### config.mk
export PLATFORM = sky130hd
export DESIGN_NAME = seven_segment_reader
export DESIGN_NICKNAME = d
export VERILOG_FILES = /design/src/rtl/sevseg_pkg.sv /design/src/rtl/seven_segment_digit_decoder.sv /design/src/rtl/seven_segment_reader.sv
export SDC_FILE = /design/constraint.sdc
export NUM_CORES = 1
export LEC_CHECK = 0
export ABC_AREA = 1
export CORE_MARGIN = 1
export CORE_UTILIZATION = 50
export DETAILED_ROUTE_END_ITERATION = 10
export PLACE_DENSITY_LB_ADDON = 0.1
export SLEW_MARGIN = 20
export SYNTH_ARGS = -nofsm -noshare
export SYNTH_HDL_FRONTEND = slang
export SYNTH_SLANG_ARGS = --single-unit
export TNS_END_PERCENT = 5
### constraint.sdc
create_clock -name clk_100MHz -period 9.27 [get_ports clk_100MHz]
set_input_delay 2.781 -clock clk_100MHz [delete_from_list [all_inputs] [get_ports clk_100MHz]]
set_output_delay 2.781 -clock clk_100MHz [all_outputs]
set_load 0.005 [all_outputs]
### src/rtl/sevseg_pkg.sv
// Shared digit codes, active-low segment patterns and reader FSM states for the
// four-digit seven-segment bus.
package sevseg_pkg;

    typedef enum logic [3:0] {
        DIG_0     = 4'd0,
        DIG_1     = 4'd1,
        DIG_2     = 4'd2,
        DIG_3     = 4'd3,
        DIG_4     = 4'd4,
        DIG_5     = 4'd5,
        DIG_6     = 4'd6,
        DIG_7     = 4'd7,
        DIG_8     = 4'd8,
        DIG_9     = 4'd9,
        DIG_MINUS = 4'd10,
        DIG_BLANK = 4'd11,
        DIG_BAD   = 4'd12
    } digit_e;

    // {CG..CA}, active-low; entry i is the glyph for decimal digit i
    localparam logic [9:0][6:0] SEG_N_DIGITS = {
        7'h10, 7'h00, 7'h78, 7'h02, 7'h12,
        7'h19, 7'h30, 7'h24, 7'h79, 7'h40
    };
    localparam logic [6:0] SEG_N_MINUS = 7'h3F;
    localparam logic [6:0] SEG_N_BLANK = 7'h7F;

    typedef enum logic [1:0] {
        ST_SYNC    = 2'd0,
        ST_COLLECT = 2'd1,
        ST_EMIT    = 2'd2
    } state_e;

    function automatic logic is_num(input digit_e d);
        return d <= DIG_9;
    endfunction

    function automatic logic [9:0] digit_val(input digit_e d);
        return is_num(d) ? 10'(d) : 10'd0;
    endfunction

endpackage

### src/rtl/seven_segment_digit_decoder.sv
// Combinational inverse of the display driver's segment table: active-low
// {CG..CA} pattern to a digit code (0-9, MINUS, otherwise BAD).
module seven_segment_digit_decoder
    import sevseg_pkg::*;
(
    input  logic [6:0] seg_n_i,
    output digit_e     code_o
);

    always_comb begin
        code_o = DIG_BAD;
        for (int i = 0; i < 10; i++) begin
            if (seg_n_i == SEG_N_DIGITS[i]) begin
                code_o = digit_e'(4'(i));
            end
        end
        if (seg_n_i == SEG_N_MINUS) begin
            code_o = DIG_MINUS;
        end
    end

endmodule

### src/rtl/seven_segment_reader.sv
// Sniffs a multiplexed four-digit seven-segment bus and recovers the signed byte.
// Define SEVSEG_READER_DP_CHECK_EN to reject frames containing a lit decimal point.
module seven_segment_reader
    import sevseg_pkg::*;
#(
    parameter int SETTLE_CYCLES  = 16,
    parameter int TIMEOUT_CYCLES = 2_000_000
) (
    input  logic       clk_100MHz,
    input  logic       rst_n,
    input  logic [3:0] anodes,
    input  logic [7:0] cathodes,
    output logic [7:0] value,
    output logic       valid,
    output logic       error,
    output logic       locked
);

    localparam int SW = $clog2(SETTLE_CYCLES + 1);
    localparam int TW = $clog2(TIMEOUT_CYCLES + 1);
`ifdef SEVSEG_READER_DP_CHECK_EN
    localparam logic DP_CHECK = 1'b1;
`else
    localparam logic DP_CHECK = 1'b0;
`endif

    logic [11:0]   sample_d, sample_q;
    logic [SW-1:0] settle_q;
    logic          taken_q;
    logic [TW-1:0] idle_q;
    state_e        state_q;
    digit_e        dig_q [4];
    logic [3:0]    dp_q, mask_q;
    logic          ferr_q;
    digit_e        pend_code_q;
    logic          pend_dp_q;
    logic [7:0]    value_q;
    logic          valid_q, error_q, locked_q;

    logic [3:0] an_act;
    logic [1:0] idx;
    logic       accept, hit, multi, timeout, dp_lit;
    digit_e     code;

    seven_segment_digit_decoder u_decoder (
        .seg_n_i (cathodes[6:0]),
        .code_o  (code)
    );

    assign sample_d = {anodes, cathodes};
    assign an_act   = ~anodes;
    assign dp_lit   = ~cathodes[7];
    assign accept   = (sample_d == sample_q) && !taken_q && (settle_q == SW'(SETTLE_CYCLES - 1));
    assign hit      = accept && (an_act != 4'b0000);
    assign multi    = $countones(an_act) > 1;
    assign timeout  = (idle_q == TW'(TIMEOUT_CYCLES - 1));

    always_comb begin
        case (an_act)
            4'b0010: idx = 2'd1;
            4'b0100: idx = 2'd2;
            4'b1000: idx = 2'd3;
            default: idx = 2'd0;
        endcase
    end

    // Frame legality and value, evaluated on the digits collected so far
    logic       neg, shape_ok, range_ok, dp_bad, frame_ok;
    logic [9:0] mag, mag_neg;
    logic [7:0] frame_val;

    always_comb begin
        neg      = 1'b0;
        shape_ok = 1'b0;
        case (mask_q)
            4'b0001: shape_ok = is_num(dig_q[0]);
            4'b0011: begin
                neg      = (dig_q[1] == DIG_MINUS);
                shape_ok = is_num(dig_q[0]) && (neg || (is_num(dig_q[1]) && dig_q[1] != DIG_0));
            end
            4'b0111: begin
                neg      = (dig_q[2] == DIG_MINUS);
                shape_ok = is_num(dig_q[0]) && is_num(dig_q[1])
                        && (neg ? (dig_q[1] != DIG_0) : (is_num(dig_q[2]) && dig_q[2] != DIG_0));
            end
            4'b1111: begin
                neg      = (dig_q[3] == DIG_MINUS);
                shape_ok = neg && is_num(dig_q[2]) && dig_q[2] != DIG_0
                        && is_num(dig_q[1]) && is_num(dig_q[0]);
            end
            default: shape_ok = 1'b0;
        endcase
        mag       = digit_val(dig_q[2]) * 10'd100 + digit_val(dig_q[1]) * 10'd10 + digit_val(dig_q[0]);
        mag_neg   = ~mag + 10'd1;
        range_ok  = neg ? (mag >= 10'd1 && mag <= 10'd128) : (mag <= 10'd127);
        dp_bad    = DP_CHECK && |(dp_q & mask_q);
        frame_ok  = shape_ok && range_ok && !ferr_q && !dp_bad;
        frame_val = neg ? mag_neg[7:0] : mag[7:0];
    end

    always_ff @(posedge clk_100MHz or negedge rst_n) begin
        if (!rst_n) begin
            sample_q    <= '0;
            settle_q    <= '0;
            taken_q     <= 1'b0;
            idle_q      <= '0;
            state_q     <= ST_SYNC;
            mask_q      <= '0;
            dp_q        <= '0;
            ferr_q      <= 1'b0;
            pend_code_q <= DIG_BLANK;
            pend_dp_q   <= 1'b0;
            value_q     <= '0;
            valid_q     <= 1'b0;
            error_q     <= 1'b0;
            locked_q    <= 1'b0;
            for (int i = 0; i < 4; i++) dig_q[i] <= DIG_BLANK;
        end else begin
            valid_q <= 1'b0;
            error_q <= 1'b0;

            // A sample is taken once; the counter starts at 1 on the first cycle it appears
            if (sample_d != sample_q) begin
                sample_q <= sample_d;
                settle_q <= SW'(1);
                taken_q  <= 1'b0;
            end else if (!taken_q) begin
                if (accept) taken_q <= 1'b1;
                else        settle_q <= settle_q + 1'b1;
            end

            case (state_q)
                ST_SYNC: begin
                    idle_q <= '0;
                    if (hit && an_act == 4'b0001) begin
                        for (int i = 1; i < 4; i++) dig_q[i] <= DIG_BLANK;
                        dig_q[0] <= code;
                        dp_q     <= {3'b000, dp_lit};
                        mask_q   <= 4'b0001;
                        ferr_q   <= 1'b0;
                        locked_q <= 1'b1;
                        state_q  <= ST_COLLECT;
                    end
                end
                ST_COLLECT: begin
                    if (hit) begin
                        idle_q <= '0;
                        if (multi) begin
                            ferr_q <= 1'b1;
                        end else if (an_act == 4'b0001) begin
                            if (frame_ok) begin
                                value_q <= frame_val;
                                valid_q <= 1'b1;
                            end else begin
                                error_q <= 1'b1;
                            end
                            pend_code_q <= code;
                            pend_dp_q   <= dp_lit;
                            state_q     <= ST_EMIT;
                        end else begin
                            if (mask_q[idx]) ferr_q <= 1'b1;
                            dig_q[idx]  <= code;
                            dp_q[idx]   <= dp_lit;
                            mask_q[idx] <= 1'b1;
                        end
                    end else if (timeout) begin
                        mask_q   <= '0;
                        locked_q <= 1'b0;
                        state_q  <= ST_SYNC;
                    end else begin
                        idle_q <= idle_q + 1'b1;
                    end
                end
                ST_EMIT: begin
                    // The closing AN0 opens the next frame
                    for (int i = 1; i < 4; i++) dig_q[i] <= DIG_BLANK;
                    dig_q[0] <= pend_code_q;
                    dp_q     <= {3'b000, pend_dp_q};
                    mask_q   <= 4'b0001;
                    ferr_q   <= 1'b0;
                    state_q  <= ST_COLLECT;
                end
                default: state_q <= ST_SYNC;
            endcase
        end
    end

    assign value  = value_q;
    assign valid  = valid_q;
    assign error  = error_q;
    assign locked = locked_q;

endmodule

# --- Yosys cells after proc, flatten, opt, wreduce, memory -nomap -nowiden ---
# Cells that the tools add are included.
word_totals:
  out_inout_bits: 11
  input_bits: 14
  ff_bits: 77
classes:
  n_mul: 2
  n_lt_le_gt_ge: 11
  mux: 73
  add_sub_neg: 8
  n_bitwise: 5
  eq_ne: 42
  reduce_logical: 37
op_table:
  columns: ["op", "n"]
  rows:
  - ["2-to-1 mux 4 bit", 20]
  - ["2-to-1 mux 16 bit", 4]
  - ["case mux 16 bit (3 select lines)", 1]
  - ["2-to-1 mux 21 bit", 2]
  - ["case mux 21 bit (2 select lines)", 1]
  - ["2-to-1 mux 1 bit", 25]
  - ["adder 21 x 1 -> 21 bit (second input constant)", 1]
  - ["== test 21 bit (second input constant)", 1]
  - ["== test 7 x 5 -> 1 bit (second input constant)", 3]
  - ["== test 7 x 6 -> 1 bit (second input constant)", 3]
  - ["== test 7 bit (second input constant)", 3]
  - ["!= test 3 bit (second input constant)", 7]
  - ["== test 4 bit (second input constant)", 5]
  - ["AND reduction 5 bit", 4]
  - ["logical AND 1 bit", 18]
  - ["bitwise mux 16 bit", 1]
  - ["2-to-1 mux 5 bit", 3]
  - ["== test 12 bit", 1]
  - ["less-or-equal comparator 4 bit (second input constant)", 3]
  - ["!= test 12 bit", 1]
  - ["!= test 2 bit (second input constant)", 6]
  - ["case mux 2 bit (3 select lines)", 2]
  - ["case mux 4 bit (3 select lines)", 1]
  - ["AND reduction 4 bit", 3]
  - ["other kinds (45)", 59]

# --- Depth between registers and ports, before layout ---
# Gate-level depths: netlist (run 1).
depth:
  ltp_word: 17
  mapped_depth: 25

# --- Modules after synthesis ---
# Synthesis (run 1) repeated with hierarchy kept, for this count alone.
unflattened:
  hier_cells: 922
  area_unflattened_um2: 6119.6
by_module_without_submodules:
  columns: ["module", "area_each_um2", "instances", "cells_each"]
  rows:
  - ["seven_segment_reader", 5875.6, 1, 866]
  - ["seven_segment_digit_decoder", 244.0, 1, 56]

# --- Worst setup path before layout (run 1) ---
# Ideal clock, no wire load.
synth_path:
  path_type: "input port to flip-flop"
  start: "input anodes[0]"
  end: "register value_q[0] (netlist: value[0])"
  arrival_time_ps: 4176
  n_path_buf: 1
  t_required_ps: 9147
  setup_slack_ps: 4971
  stages: 11
  setup_ps: 123
  cell_sequence: "inv_1 > fa_1 > a21oi_1 > inv_1 > nor2_1 > inv_1 > nor2_4 > nand3_2 > buf_6 > nand2_1 > o21ai_1"
synth_between:
  elab_chain_cells: 6
  word_cells_on_any_way: 12
  classes_between: "add/sub (2); order compare (1); eq/ne (2); bitwise (2); reduce/logical (5)"
synth_lines:
  columns: ["item", "line", "text"]
  rows:
  - ["start: declaration", "seven_segment_reader.sv:11", "input logic [3:0] anodes,"]
  - ["NOT 4 bit", "seven_segment_reader.sv:51", "assign an_act = ~anodes;"]
  - ["adder 1 x 1 -> 2 bit (not written as such)", "seven_segment_reader.sv:55", "assign multi = $countones(an_act) > 1;"]
  - ["adder 2 x 2 -> 3 bit (not written as such)", "seven_segment_reader.sv:55", null]
  - ["greater-than comparator 3 x 1 -> 1 bit", "seven_segment_reader.sv:55", null]
  - ["NOT 1 bit (no source line)", null, null]
  - ["AND reduction 5 bit (no source line) (*)", null, null]
  - ["end signal: assignment", "seven_segment_reader.sv:152", "value_q <= frame_val;"]
  - ["end: declaration", "seven_segment_reader.sv:37", "logic [7:0] value_q;"]
# Mark *: on every way between the ends. The rest lies on a longest branch, timed or not.
# A chain may end at the register's enable or synchronous reset.

# --- Final worst setup path (run 1) ---
layout_path:
  start: "input anodes[0]"
  end: "register value_q[1] (netlist: value[1])"
# Same word-level chain as after synthesis.

==> flow_summary.toml, run 1 <==
[outcome]
run_status = "complete, but fails checks"
failed_checks = "DRC"

[clock_tree]
cts-buffers-inserted = 9
cts_root_buffer = "clkbuf_16"
cts_resized = 0
h-tree-depth = 3
clock_latency_ns = 0.35
cts.sinks = 77
cts_tree = "built"
clkTransAtPathRegs_ns = 0.06
clock_path_buffers = 2
hold_buffers = 0
postCtsSetupBuffers = 0

[worst_setup_path]
rr_startpoint = "dig_q[11]"
reg2reg_slack_ns = 5.28
cpMaxStageDelayCell = "clkdlybuf4s50_1"
crit_top_cell = "inv_1"
critPathKind = "in2reg"
crit_path_start_kind = "input pin"
crit_buf_inv = 4
cp.arrival_ns = 5.11
cp.required_ns = 9.50
path_max_fanout = 11
crit_family = "buffers and inverters"
r2r-end = "value[1]"
cp-end-kind = "flop"
crit_start = "anodes[0]"
crit_chain = "clkdlybuf4s50_1, inv_1, fa_1, a21oi_1, inv_1, nor2_1, inv_1, nor2_4, nand3_2, nand2_1, o21ai_1"
crit_end = "value[1]"
cp.depth = 11
worst_r2r_path_depth = 20
max_stage_delay_ns = 0.61

[timing]
relSlewSlack_pct = 60.8
fmax_mhz = 205
timing.final.crit_share_pct = 52.6
holdWs_ns = 0.480
hold_viol = 0
setup_viol = 0
fin_tns_setup_ns = 0
worst_slew_pin_slew_ns = 0.583
final_max_slew_viol_count = 0
rsz0062_at_grt = "no"
finalClockSkew_ns = 0.00580
fin_crit_ns = 4.88

[floorplanning]
ios = 25
fp.dieW_um = 111
start_util_pct = 51.8
die_area_mm2 = 0.0124
core_mm2 = 0.0116
fp.dieH_um = 111
rows = 39

[routing]
drtIter0Drc = 379
vias = 5383
drc_errors = 2
wl_um = 13700
drtAntennaViolNets = 0
wl_per_cell_um = 13.7
firstDrtPassIters = 10
post_drt_via_cell_ratio = 5.38

[power_and_ir_drop]
p_leak_uw = 0.00330
peakVddDrop_v = 0.0000959
power_density_mw_per_mm2 = 118
power_uw = 779

[placed_design]
dpl.hpwl_um = 10300
io_buffers = 24
place_congestion = 0.921
dpl-instance-area_mm2 = 0.00628

[finish]
drive_gt1_share_pct = 7.69
nNetsFinal = 908
final_core_util_pct = 57.2
final_common_cell = "nand2_1"
syn_to_final_growth_pct = 10.3
final_cell_mix = "nand2_1, inv_1, nand3_1, nor2_1, dfrtp_1"
fillers = 1100
postLayoutCellArea_mm2 = 0.00661
antenna_cells = 0

[grt]
grt.total_usage_pct = 23.9
grt_pass1_vias = 5296
grt_max_degree = 78
grt.overflow.total = 0
antenna_found_initial = 0
grt_pass1_wl_um = 24100

[logic_synthesis]
synth_fa_ha_area_share_pct = 9.19
syn_avg_cell_area_um2 = 7.13
synth-xor-area-share_pct = 5.85
synth.cell_area_mm2 = 0.00599
ys_warn_count = 0
postSynthCellCount = 841
synth.distinct_cells = 43
synth_nets = 896
yosys.area_share.simple_pct = 32.9
synth_top_family_by_area = "simple AND/OR/NAND/NOR gates"
synth.area.mux_share_pct = 0
synth_compound_area_share_pct = 9.39
synth-seq-cells = 77
synth.yosys.seq_area_share_pct = 32.5

[job]
cap_violations = 0

[hold_path]
hp-class = "reg2reg"
## flip-flops by register name, summed over array words and instances, names as in the netlist
name         cells
state_q          2
taken_q          1
value            8
pend_code_q      4
mask_q           4
valid            1
locked           1
ferr_q           1
error            1
idle_q          21
dig_q           16
sample_q        12
settle_q         5
## cells in the mapped netlist, drive strengths merged
cell type	number	area (um2)
nor3	13	65.1
a21o	1	7.51
nand3	88	490
nand3b	2	15.0
dfrtp	62	1550
and3	3	18.8
a21oi	34	170
o2111ai	1	8.76
o22ai	1	6.26
o221ai	1	8.76
xnor2	19	166
o21bai	2	15.0
o21a	2	15.0
inv	125	469
nand2	207	821
o31ai	1	7.51
fa	5	100
o211a	2	20.0
buf	8	68.8
conb	2	7.51
clkbuf	17	63.8
xor2	21	184
ha	36	450
nor2	86	362
nor4	1	6.26
or2	4	25.0
dfstp	15	394
o21ai	57	304
nand4	25	171
## worst register-to-register path, stage by stage (launching register included)
cell and delay [ns]:
dfstp_2 0.59, inv_1 0.09, nor2_1 0.21, nor2_1 0.11
ha_1 0.20, ha_1 0.19, inv_1 0.07, fa_1 0.40
inv_1 0.06, ha_1 0.22, ha_1 0.38, a21oi_1 0.24
nand3b_1 0.10, nand2_1 0.14, nand2_1 0.09, o21ai_1 0.18
nand2_1 0.08, nor2_1 0.13, nand3_2 0.20, nand2_1 0.11
o21ai_1 0.08
## layout make-up
cell class	count	area (um2)	share of cell area, %
multi-input cells	614	3450	52.1
flip-flops and latches	77	1950	29.4
inverters	125	469	7.10
repair buffers	26	273	4.13
clock buffers	9	225	3.41
well taps	143	179	2.71
clock inverters	7	73.8	1.12
## worst min path at each step
stage / depth (start not counted) / to / startpoint / slack [ns]
floorplan: 2 / ferr_q / ferr_q / 0.44
global placement: 2 / pend_code_q[1] / pend_code_q[1] / 0.46
CTS: 2 / dig_q[12] / dig_q[12] / 0.48
finish: 2 / dig_q[12] / dig_q[12] / 0.48
global route: 2 / dig_q[12] / dig_q[12] / 0.49
detailed placement: 2 / pend_code_q[1] / pend_code_q[1] / 0.46
## metal layers
metal,vias to the layer above,wire length [um],part of all wire [%],global-route usage [%]
li1,2728,-,-,-
met1,2504,6270,46,29.7
met2,128,6680,49,42.0
met3,23,489,3.6,4.14
met4,0,252,1.8,7.93
met5,-,0,0,0
## cells by family after synthesis
kind of cell	after synthesis
simple gates	429
flops	77
other cells	2
fa+ha+maj	41
buf+inv	150
compound gates	102
xor+xnor	40
## metrics by stage
step / cells / setup WS (ns)
floorplan: 841 / 4.97
global placement: 984 / 4.13
detailed placement: 984 / 4.01
CTS: 1000 / 4.38
global route: 1001 / 4.14
finish: 1001 / 4.39
## power breakdown
part           internal (uW)  leakage, uW  switching [uW]  total, uW
Combinational           28.3      0.00219            47.2       75.5
Sequential               342     0.000958            3.23        345
Clock                    209     0.000146             149        358
Total                    579      0.00330             199        779
Power figures use the tool's default switching activity.
==> run 2, diff against run 1 <==
- clock period: 9.27 -> 4.7 ns (I/O delays scaled with it)
==> run 2 against run 1 <==
Against the previous run: the flow still finishes with violations (DRC); power up 99%; sequential share of layout area about the same; sequential power up 97%; wire length down 0.38%; clock power up 100%; non-clock buffer count unchanged; utilization about the same; combinational power up 96%; worst setup slack worse by 3.6 ns; largest power group unchanged.
==> flow_summary.toml, run 2 (synthesis results as in run 1) <==
[routing]
drtAntennaViolNets = 0
wl_per_cell_um = 13.6
post_drt_via_cell_ratio = 5.41
firstDrtPassIters = 9
wl_um = 13600
drc_errors = 2
vias = 5416
drtIter0Drc = 275

[floorplanning]
ios = 25
start_util_pct = 51.8
fp.dieW_um = 111
fp.dieH_um = 111
core_mm2 = 0.0116
die_area_mm2 = 0.0124
rows = 39

[grt]
antenna_found_initial = 0
grt_pass1_vias = 5269
grt.total_usage_pct = 23.6
grt_max_degree = 78
grt.overflow.total = 0
grt_pass1_wl_um = 23800

[hold_path]
hold_start = "dig_q[12]"
min_to = "dig_q[12]"
hp-class = "reg2reg"
holdPathStages = 2

[finish]
antenna_cells = 0
drive_gt1_share_pct = 7.69
nNetsFinal = 908
regMostFlops = "idle_q"
final_common_cell = "nand2_1"
syn_to_final_growth_pct = 10.4
largest_reg_flops = 21
reg.largest.list = "idle_q: 21 flops, dig_q: 16 flops, sample_q: 12 flops"
final_cell_mix = "nand2_1, inv_1, nand3_1, nor2_1, dfrtp_1"

[timing]
setup_viol = 0
finalClockSkew_ns = 0.00447
fin_crit_ns = 3.86
final_max_slew_viol_count = 0
fin_tns_setup_ns = 0
setup_ws_ns = 0.839
worst_slew_pin_slew_ns = 0.639
fmax_mhz = 259
hold_viol = 0
relSlewSlack_pct = 57.1
rsz0062_at_grt = "no"
timing.final.crit_share_pct = 82.2

[power_and_ir_drop]
p_leak_uw = 0.00329
peakVddDrop_v = 0.000179
power_density_mw_per_mm2 = 234

[worst_setup_path]
reg2reg_slack_ns = 0.84
critPathKind = "reg2reg"
cp.arrival_ns = 4.10
cp.required_ns = 4.93
worst_r2r_path_depth = 20
path_max_fanout = 7
crit_path_start_kind = "flop"
cp-end-kind = "flop"
r2r-end = "value[6]"
rr_startpoint = "dig_q[11]"

[clock_tree]
cts_resized = 0
clock_latency_ns = 0.34
cts.sinks = 77
h-tree-depth = 3
clock_path_buffers = 2
cts_root_buffer = "clkbuf_16"
cts_tree = "built"
cts-buffers-inserted = 9
clkTransAtPathRegs_ns = 0.06
postCtsSetupBuffers = 0
hold_buffers = 0

[job]
cap_violations = 0

[placed_design]
post-place-ws_ns = 0.815
place_congestion = 0.931
dpl.hpwl_um = 10300
io_buffers = 24

[outcome]
run_status = "complete, but fails checks"
failed_checks = "DRC"
-- run 2: cell count changes in the layout (fill, tap and decap cells not counted), sizes merged --
cell | before | now
clkbuf | 9 | 10
clkinv | 4 | 0
clkinvlp | 1 | 3
inv | 126 | 127
-- run 2: worst max-delay path: stages (launching register included) --
cell,delay [ns]
dfstp_2,0.58
inv_1,0.08
nor2_1,0.20
nor2_1,0.10
ha_1,0.20
ha_1,0.19
inv_1,0.07
fa_1,0.40
inv_1,0.06
ha_1,0.22
ha_1,0.39
a21oi_1,0.24
nand3b_1,0.10
nand2_1,0.12
nand2_1,0.09
o21ai_1,0.16
nand3_1,0.11
nor2_2,0.23
nand3_1,0.11
nand2_1,0.09
inv_1,0.04
-- run 2: layout make-up --
type / instances / area (um2)
Inverter: 125 / 469
Sequential cell: 77 / 1950
Clock buffer: 10 / 239
Clock inverter: 6 / 70.1
Fill cell: 1078 / 4950
Timing Repair Buffer: 26 / 265
Tap cell: 143 / 179
Multi-Input combinational cell: 614 / 3450
-- run 2: power by group --
| group | switching (uW) | internal (uW) |
|---|---|---|
| clock network | 289 | 429 |
| logic | 93.2 | 55.1 |
| registers | 6.35 | 674 |
| total | 388 | 1160 |
-- run 2: layer usage --
metal | vias up | share of wire (%) | global-route usage (%) | wire [um]
met1 | 2527 | 47 | 30.1 | 6350
met5 | - | 0 | 0 | 0
met3 | 26 | 4.3 | 3.92 | 592
li1 | 2721 | - | - | -
met4 | 0 | 1.8 | 7.93 | 248
met2 | 142 | 47 | 40.6 | 6460
-- run 2: worst max path at each step --
stage	start	cells past startpoint	endpoint	slack [ns]
after floorplan	dig_q[11]	21	value[0]	1.20
after global placement	anodes[0]	11	value[1]	0.91
after detailed placement	anodes[0]	11	value[0]	0.82
after CTS	dig_q[11]	20	value[0]	0.85
after global routing	dig_q[11]	20	value[2]	0.43
final	dig_q[11]	20	value[6]	0.84
-- run 2: per-stage QoR --
| stage | util [%] | cell area [um2] | std cells | power (uW) | hold slack, ns |
|---|---|---|---|---|---|
| floorplan | - | 5990 | 841 | 788 | 0.442 |
| global placement | 54.3 | 6280 | 984 | 835 | 0.458 |
| detailed placement | 54.3 | 6280 | 984 | 838 | 0.464 |
| CTS | 57.0 | 6590 | 1000 | 1560 | 0.492 |
| global route | 57.2 | 6610 | 1001 | 1610 | 0.518 |
| finish | 57.2 | 6610 | 1001 | 1550 | 0.491 |
==> patch 1, RTL diff (config.mk and constraints of run 1) <==
Build with the macro `SEVSEG_READER_DP_CHECK_EN` defined.
--- a/src/rtl/seven_segment_reader.sv
+++ b/src/rtl/seven_segment_reader.sv
@@ -1,4 +1,6 @@
 // Sniffs a multiplexed four-digit seven-segment bus and recovers the signed byte.
 // Define SEVSEG_READER_DP_CHECK_EN to reject frames containing a lit decimal point.
+`define SEVSEG_READER_DP_CHECK_EN
+
 module seven_segment_reader
     import sevseg_pkg::*;
Function: no difference found for any inputs over 10 cycles, from zero or initial values and one cycle with rst_n low; that may be too few to reach the edited logic, so the function may still have changed.
==> patch 1 against run 1 <==
- the run still ends with DRC left
- sequential cell count rose by 5
- cell area rose by 0.11%
- area after synthesis rose by 0.92%
- clock skew rose by 0.0035 ns
- power rose by 3.0%
- final cell count rose by 1.5%
- hold slack got worse by 0.016 ns
- worst setup slack got worse by 0.45 ns
- routed wire length rose by 1.7%
==> patch 1: results (changes against run 1) <==
{| class="wikitable"
! Metric !! Value
|-
| Vias in the first global route || 5177 (was 5296)
|-
| Drt via density || 5.31 (was 5.38)
|-
| Detailed Place HPWL || 10400 um (was 10300 um)
|-
| Worst Hold Endpoint || pend_code_q[1]$_DFFE_PN1P_ (was dig_q[12]$_DFFE_PN1P_)
|-
| Routed wire per std cell || 13.7 um (about the same)
|-
| Most common library cells after synthesis || sky130_fd_sc_hd__nand2_1 (216), sky130_fd_sc_hd__inv_1 (127), sky130_fd_sc_hd__nor2_1 (86), sky130_fd_sc_hd__dfrtp_1 (67), sky130_fd_sc_hd__nand3_1 (65) (was sky130_fd_sc_hd__nand2_1 (201), sky130_fd_sc_hd__inv_1 (122), sky130_fd_sc_hd__nand3_1 (81), sky130_fd_sc_hd__nor2_1 (80), sky130_fd_sc_hd__dfrtp_1 (62))
|-
| Layout cell share with drive strength beyond 1 || 0.0573 (was 0.0769)
|-
| Detailed Routing Iterations Pass 1 || 7 (was 10)
|-
| Signal arrival time at the worst endpoint || 5.53 ns (was 5.11 ns)
|-
| Global-route wire length before repair || 23900 um (was 24100 um)
|-
| Reg-to-reg critical path endpoint || value[6]$_DFFE_PN0P_ (was value[1]$_DFFE_PN0P_)
|-
| Leakage power || 0.00318 uW (was 0.00330 uW)
|-
| Number of distinct library cell variants in the gate-level netlist after synthesis || 42 (was 43)
|-
| Result of the run || finished, violations left (unchanged)
|-
| Maximum net fanout on the critical path || 22 (was 11)
|-
| Initial DRC Count || 278 (was 379)
|-
| Post-route DRC || 1 (was 2)
|-
| Violations in the final reports || DRC (unchanged)
|-
| VDD IR max || 0.125 mV (was 0.0959 mV)
|-
| Measured slew at the worst slew-check pin || 0.674 ns (was 0.583 ns)
|-
| Sequential area share after synthesis || 0.342 (was 0.325)
|-
| Largest cells by area after synthesis || sky130_fd_sc_hd__dfrtp_1 (28%), sky130_fd_sc_hd__nand2_1 (13%), sky130_fd_sc_hd__inv_1 (7.9%), sky130_fd_sc_hd__ha_1 (7.4%), sky130_fd_sc_hd__dfstp_2 (6.5%) (was sky130_fd_sc_hd__dfrtp_1 (26%), sky130_fd_sc_hd__nand2_1 (13%), sky130_fd_sc_hd__inv_1 (7.6%), sky130_fd_sc_hd__ha_1 (7.5%), sky130_fd_sc_hd__nand3_1 (6.8%))
|-
| Global placer's final weighted congestion || 0.914 (was 0.921)
|-
| Worst-case reg-to-reg path depth || 21 (was 20)
|-
| Post-Syn Nets || 915 (was 896)
|-
| Global routing usage summed across all routing layers || 0.239 (about the same)
|-
| Max Clock Skew || 0.00931 ns (was 0.00580 ns)
|}
## patch 1: cell types whose count changed in the layout (fill, tap and decap cells not counted), sizes merged, moves of 4 or more
cell    delta
dfrtp      +5
xor2       -5
nand2     +12
nor3       +6
nor2       +7
nand3     -20
clkbuf     +4
## patch 1: cells by family (layout without fill, tap and decap cells)
kind of cell,after synthesis,in the layout,synth area share
AOI/OAI and AO/OA,109,109,0.0972
xor gates and xnor gates,38,38,0.0563
adders and majority gates,40,40,0.0877
buffers and inverters,160,172,0.106
DFF,82,82,0.342
other,1,1,0.000620
and+or+nand+nor,431,431,0.310
## patch 1: how the worst max path moves through the flow
stage                        endpoint  slack, ns
6_report       idle_q[19]$_DFFE_PN0P_       3.94
5_1_grt         idle_q[9]$_DFFE_PN0P_       3.61
4_1_cts        idle_q[16]$_DFFE_PN0P_       3.93
3_5_place_dp   idle_q[19]$_DFFE_PN0P_       3.54
3_3_place_gp   idle_q[10]$_DFFE_PN0P_       3.68
2_1_floorplan    value[0]$_DFFE_PN0P_       4.88
## patch 1: area by class of cell
cell class | count | area [um^2]
clock buffer | 13 | 250
clock inverter | 3 | 40.0
fill | 1139 | 4990
inverter | 130 | 489
multi-input combinational | 619 | 3340
sequential | 82 | 2070
tap | 143 | 179
timing repair buffer | 26 | 253
## patch 1: metal layers
| metal | share of wire | global-route usage |
|---|---|---|
| met1 | 0.47 | 0.310 |
| met3 | 0.041 | 0.0441 |
| met5 | 0 | 0 |
| met4 | 0.021 | 0.0942 |
| met2 | 0.47 | 0.396 |
## patch 1: through the flow
step,utilization,instances,setup slack (ns)
6_report,0.570,1016,3.94
4_1_cts,0.570,1016,3.93
3_3_place_gp,0.545,1000,3.68
3_5_place_dp,0.545,1000,3.54
2_1_floorplan,-,861,4.88
5_1_grt,0.570,1016,3.61
## patch 1: report_power, final
group          total, uW  switching, uW  internal (uW)
Sequential           367           3.16            364
Combinational       77.6           50.2           27.4
Clock                357            142            215
Total                802            195            607
## patch 1: worst max-delay path, stage by stage
cell	delay (ns)
sky130_fd_sc_hd__clkdlybuf4s50_1	0.57
sky130_fd_sc_hd__ha_1	0.22
sky130_fd_sc_hd__inv_1	0.05
sky130_fd_sc_hd__nor2_1	0.12
sky130_fd_sc_hd__inv_2	0.06
sky130_fd_sc_hd__nand3_1	0.13
sky130_fd_sc_hd__inv_1	0.06
sky130_fd_sc_hd__nand4_1	0.18
sky130_fd_sc_hd__nand2_1	0.13
sky130_fd_sc_hd__nand2_1	0.36
sky130_fd_sc_hd__nand2_1	0.53
sky130_fd_sc_hd__nand3_1	0.24
sky130_fd_sc_hd__o21ai_0	0.10
==> patch 2, RTL diff (settings of run 1) <==
Without the edit above. Put one more register stage on the output `error`, without a reset. The value now appears one clock later. The other outputs are not delayed to match.
--- a/src/rtl/seven_segment_reader.sv
+++ b/src/rtl/seven_segment_reader.sv
@@ -188,5 +188,7 @@
     assign value  = value_q;
     assign valid  = valid_q;
-    assign error  = error_q;
+    always_ff @(posedge clk_100MHz) begin
+        error <= error_q;
+    end
     assign locked = locked_q;
 
Check against the original RTL: no difference found for any inputs over 10 cycles, from zero or initial values and one cycle with rst_n low; that may be too few to reach the edited logic, so the function may still have changed.
==> patch 2 against run 1 <==
- via count down 1.4%
- fmax down 8.7%
- critical path depth down 1
- routed wire length down 2.4%
- critical path type unchanged
- area after synthesis down 2.3%
- clock skew up 0.0033 ns
- worst setup slack worse by 0.46 ns
- sequential cell count up 1
- power up 0.35%
- final cell count down 1.5%
- cell area down 2.6%
==> patch 2: results (changes against run 1) <==
{| class="wikitable"
! Metric !! Value
|-
| Result of the run || finished, final reports clean (was finished, violations left)
|-
| VDD IR max || 0.110 mV (was 0.0959 mV)
|-
| Final cell count without fillers || 986 (was 1001)
|-
| Leakage power || 0.00322 uW (was 0.00330 uW)
|-
| Number of nets in the layout || 893 (was 908)
|-
| Tightest Hold Check Type || flop to flop (unchanged)
|-
| Detailed Place HPWL || 9880 um (was 10300 um)
|-
| Critical hold path startpoint || error_q$_DFF_PN0_ (was dig_q[12]$_DFFE_PN1P_)
|-
| Number of instances in the synthesized netlist || 831 (was 841)
|-
| Layout cell share with drive strength beyond 1 || 0.0617 (was 0.0769)
|-
| Sequential area share after synthesis || 0.336 (was 0.325)
|-
| Initial DRC Count || 293 (was 379)
|-
| Detailed Routing Iterations Pass 1 || 5 (was 10)
|-
| Most common library cells after synthesis || sky130_fd_sc_hd__nand2_1 (206), sky130_fd_sc_hd__inv_1 (116), sky130_fd_sc_hd__nor2_1 (82), sky130_fd_sc_hd__nand3_1 (79), sky130_fd_sc_hd__dfrtp_1 (62) (was sky130_fd_sc_hd__nand2_1 (201), sky130_fd_sc_hd__inv_1 (122), sky130_fd_sc_hd__nand3_1 (81), sky130_fd_sc_hd__nor2_1 (80), sky130_fd_sc_hd__dfrtp_1 (62))
|-
| Signal arrival time at the worst endpoint || 5.58 ns (was 5.11 ns)
|-
| Global routing usage summed across all routing layers || 0.244 (was 0.239)
|-
| Number of distinct library cell variants in the gate-level netlist after synthesis || 40 (was 43)
|-
| Standard cell area after detailed placement || 6140 um^2 (was 6280 um^2)
|-
| Vias in the first global route || 4963 (was 5296)
|-
| Number of placed cells counting well taps || 970 (was 984)
|-
| Complex-gate fraction of the synthesized area || 0.0835 (was 0.0939)
|-
| Post-synthesis xor/xnor area fraction || 0.0583 (was 0.0585)
|-
| Drt via density || 5.38 (about the same)
|-
| Slowest-stage cell, CP || sky130_fd_sc_hd__nand2_1 (was sky130_fd_sc_hd__clkdlybuf4s50_1)
|-
| Async S/R FF share, synth || 0.987 (was 1.00)
|-
| Measured slew at the worst slew-check pin || 0.849 ns (was 0.583 ns)
|-
| Max Clock Skew || 0.00906 ns (was 0.00580 ns)
|-
| Min-Delay Path Depth || 0 (was 2)
|-
| Crit-path leading delay family || simple AND/OR/NAND/NOR gates (was buffers and inverters)
|-
| Routed wire per std cell || 13.6 um (was 13.7 um)
|}
-- patch 2: changes by cell type after synthesis, sizes merged, moves of 5 or more --
| cell | delta |
|---|---|
| a21oi | -5 |
| inv | -8 |
| nand3 | -6 |
| nor3 | +7 |
| xnor2 | -8 |
| xor2 | +7 |
-- patch 2: cells by family after synthesis --
kind of cell / count (synthesis)
other: 2
DFF: 78
buffers and inverters: 146
AOI/OAI and AO/OA: 94
xor gates and xnor gates: 39
adders and majority gates: 41
and+or+nand+nor: 431
-- patch 2: power by group --
group	total [uW]	internal (uW)	leakage [uW]	switching (uW)
logic	70.6	25.2	0.00210	45.4
clock network	362	215	0.000152	147
registers	349	346	0.000961	2.65
-- patch 2: stage by stage --
stage	hold slack [ns]	power, uW
3_3_place_gp	0.330	424
5_1_grt	0.344	816
6_report	0.340	781
2_1_floorplan	0.324	401
3_5_place_dp	0.328	426
4_1_cts	0.343	789
-- patch 2: metal layers --
layer	wire length, um	track usage	vias up
met1	6320	0.325	2470
li1	-	-	2671
met2	6180	0.397	143
met4	292	0.0921	0
met3	582	0.0412	25
met5	0	0	-
-- patch 2: final timing paths --
kind,slack [ns],endpoint
worst min-delay path,0.34,error$_DFF_P_
worst max-delay path,3.93,idle_q[13]$_DFFE_PN0P_
worst min register to register,0.34,error$_DFF_P_
min in group asynchronous,2.47,idle_q[8]$_DFFE_PN0P_
max in group asynchronous,6.32,state_q[0]$_DFFE_PN0P_
worst max register to register,5.21,value[0]$_DFFE_PN0P_
-- patch 2: cell type report --
type / count / area (um^2)
clock inverters: 6 / 58.8
fillers: 1131 / 4980
flip-flops and latches: 78 / 1970
well taps: 143 / 179
repair buffers: 25 / 249
multi-input cells: 607 / 3310
inverters: 117 / 439
clock buffers: 10 / 239
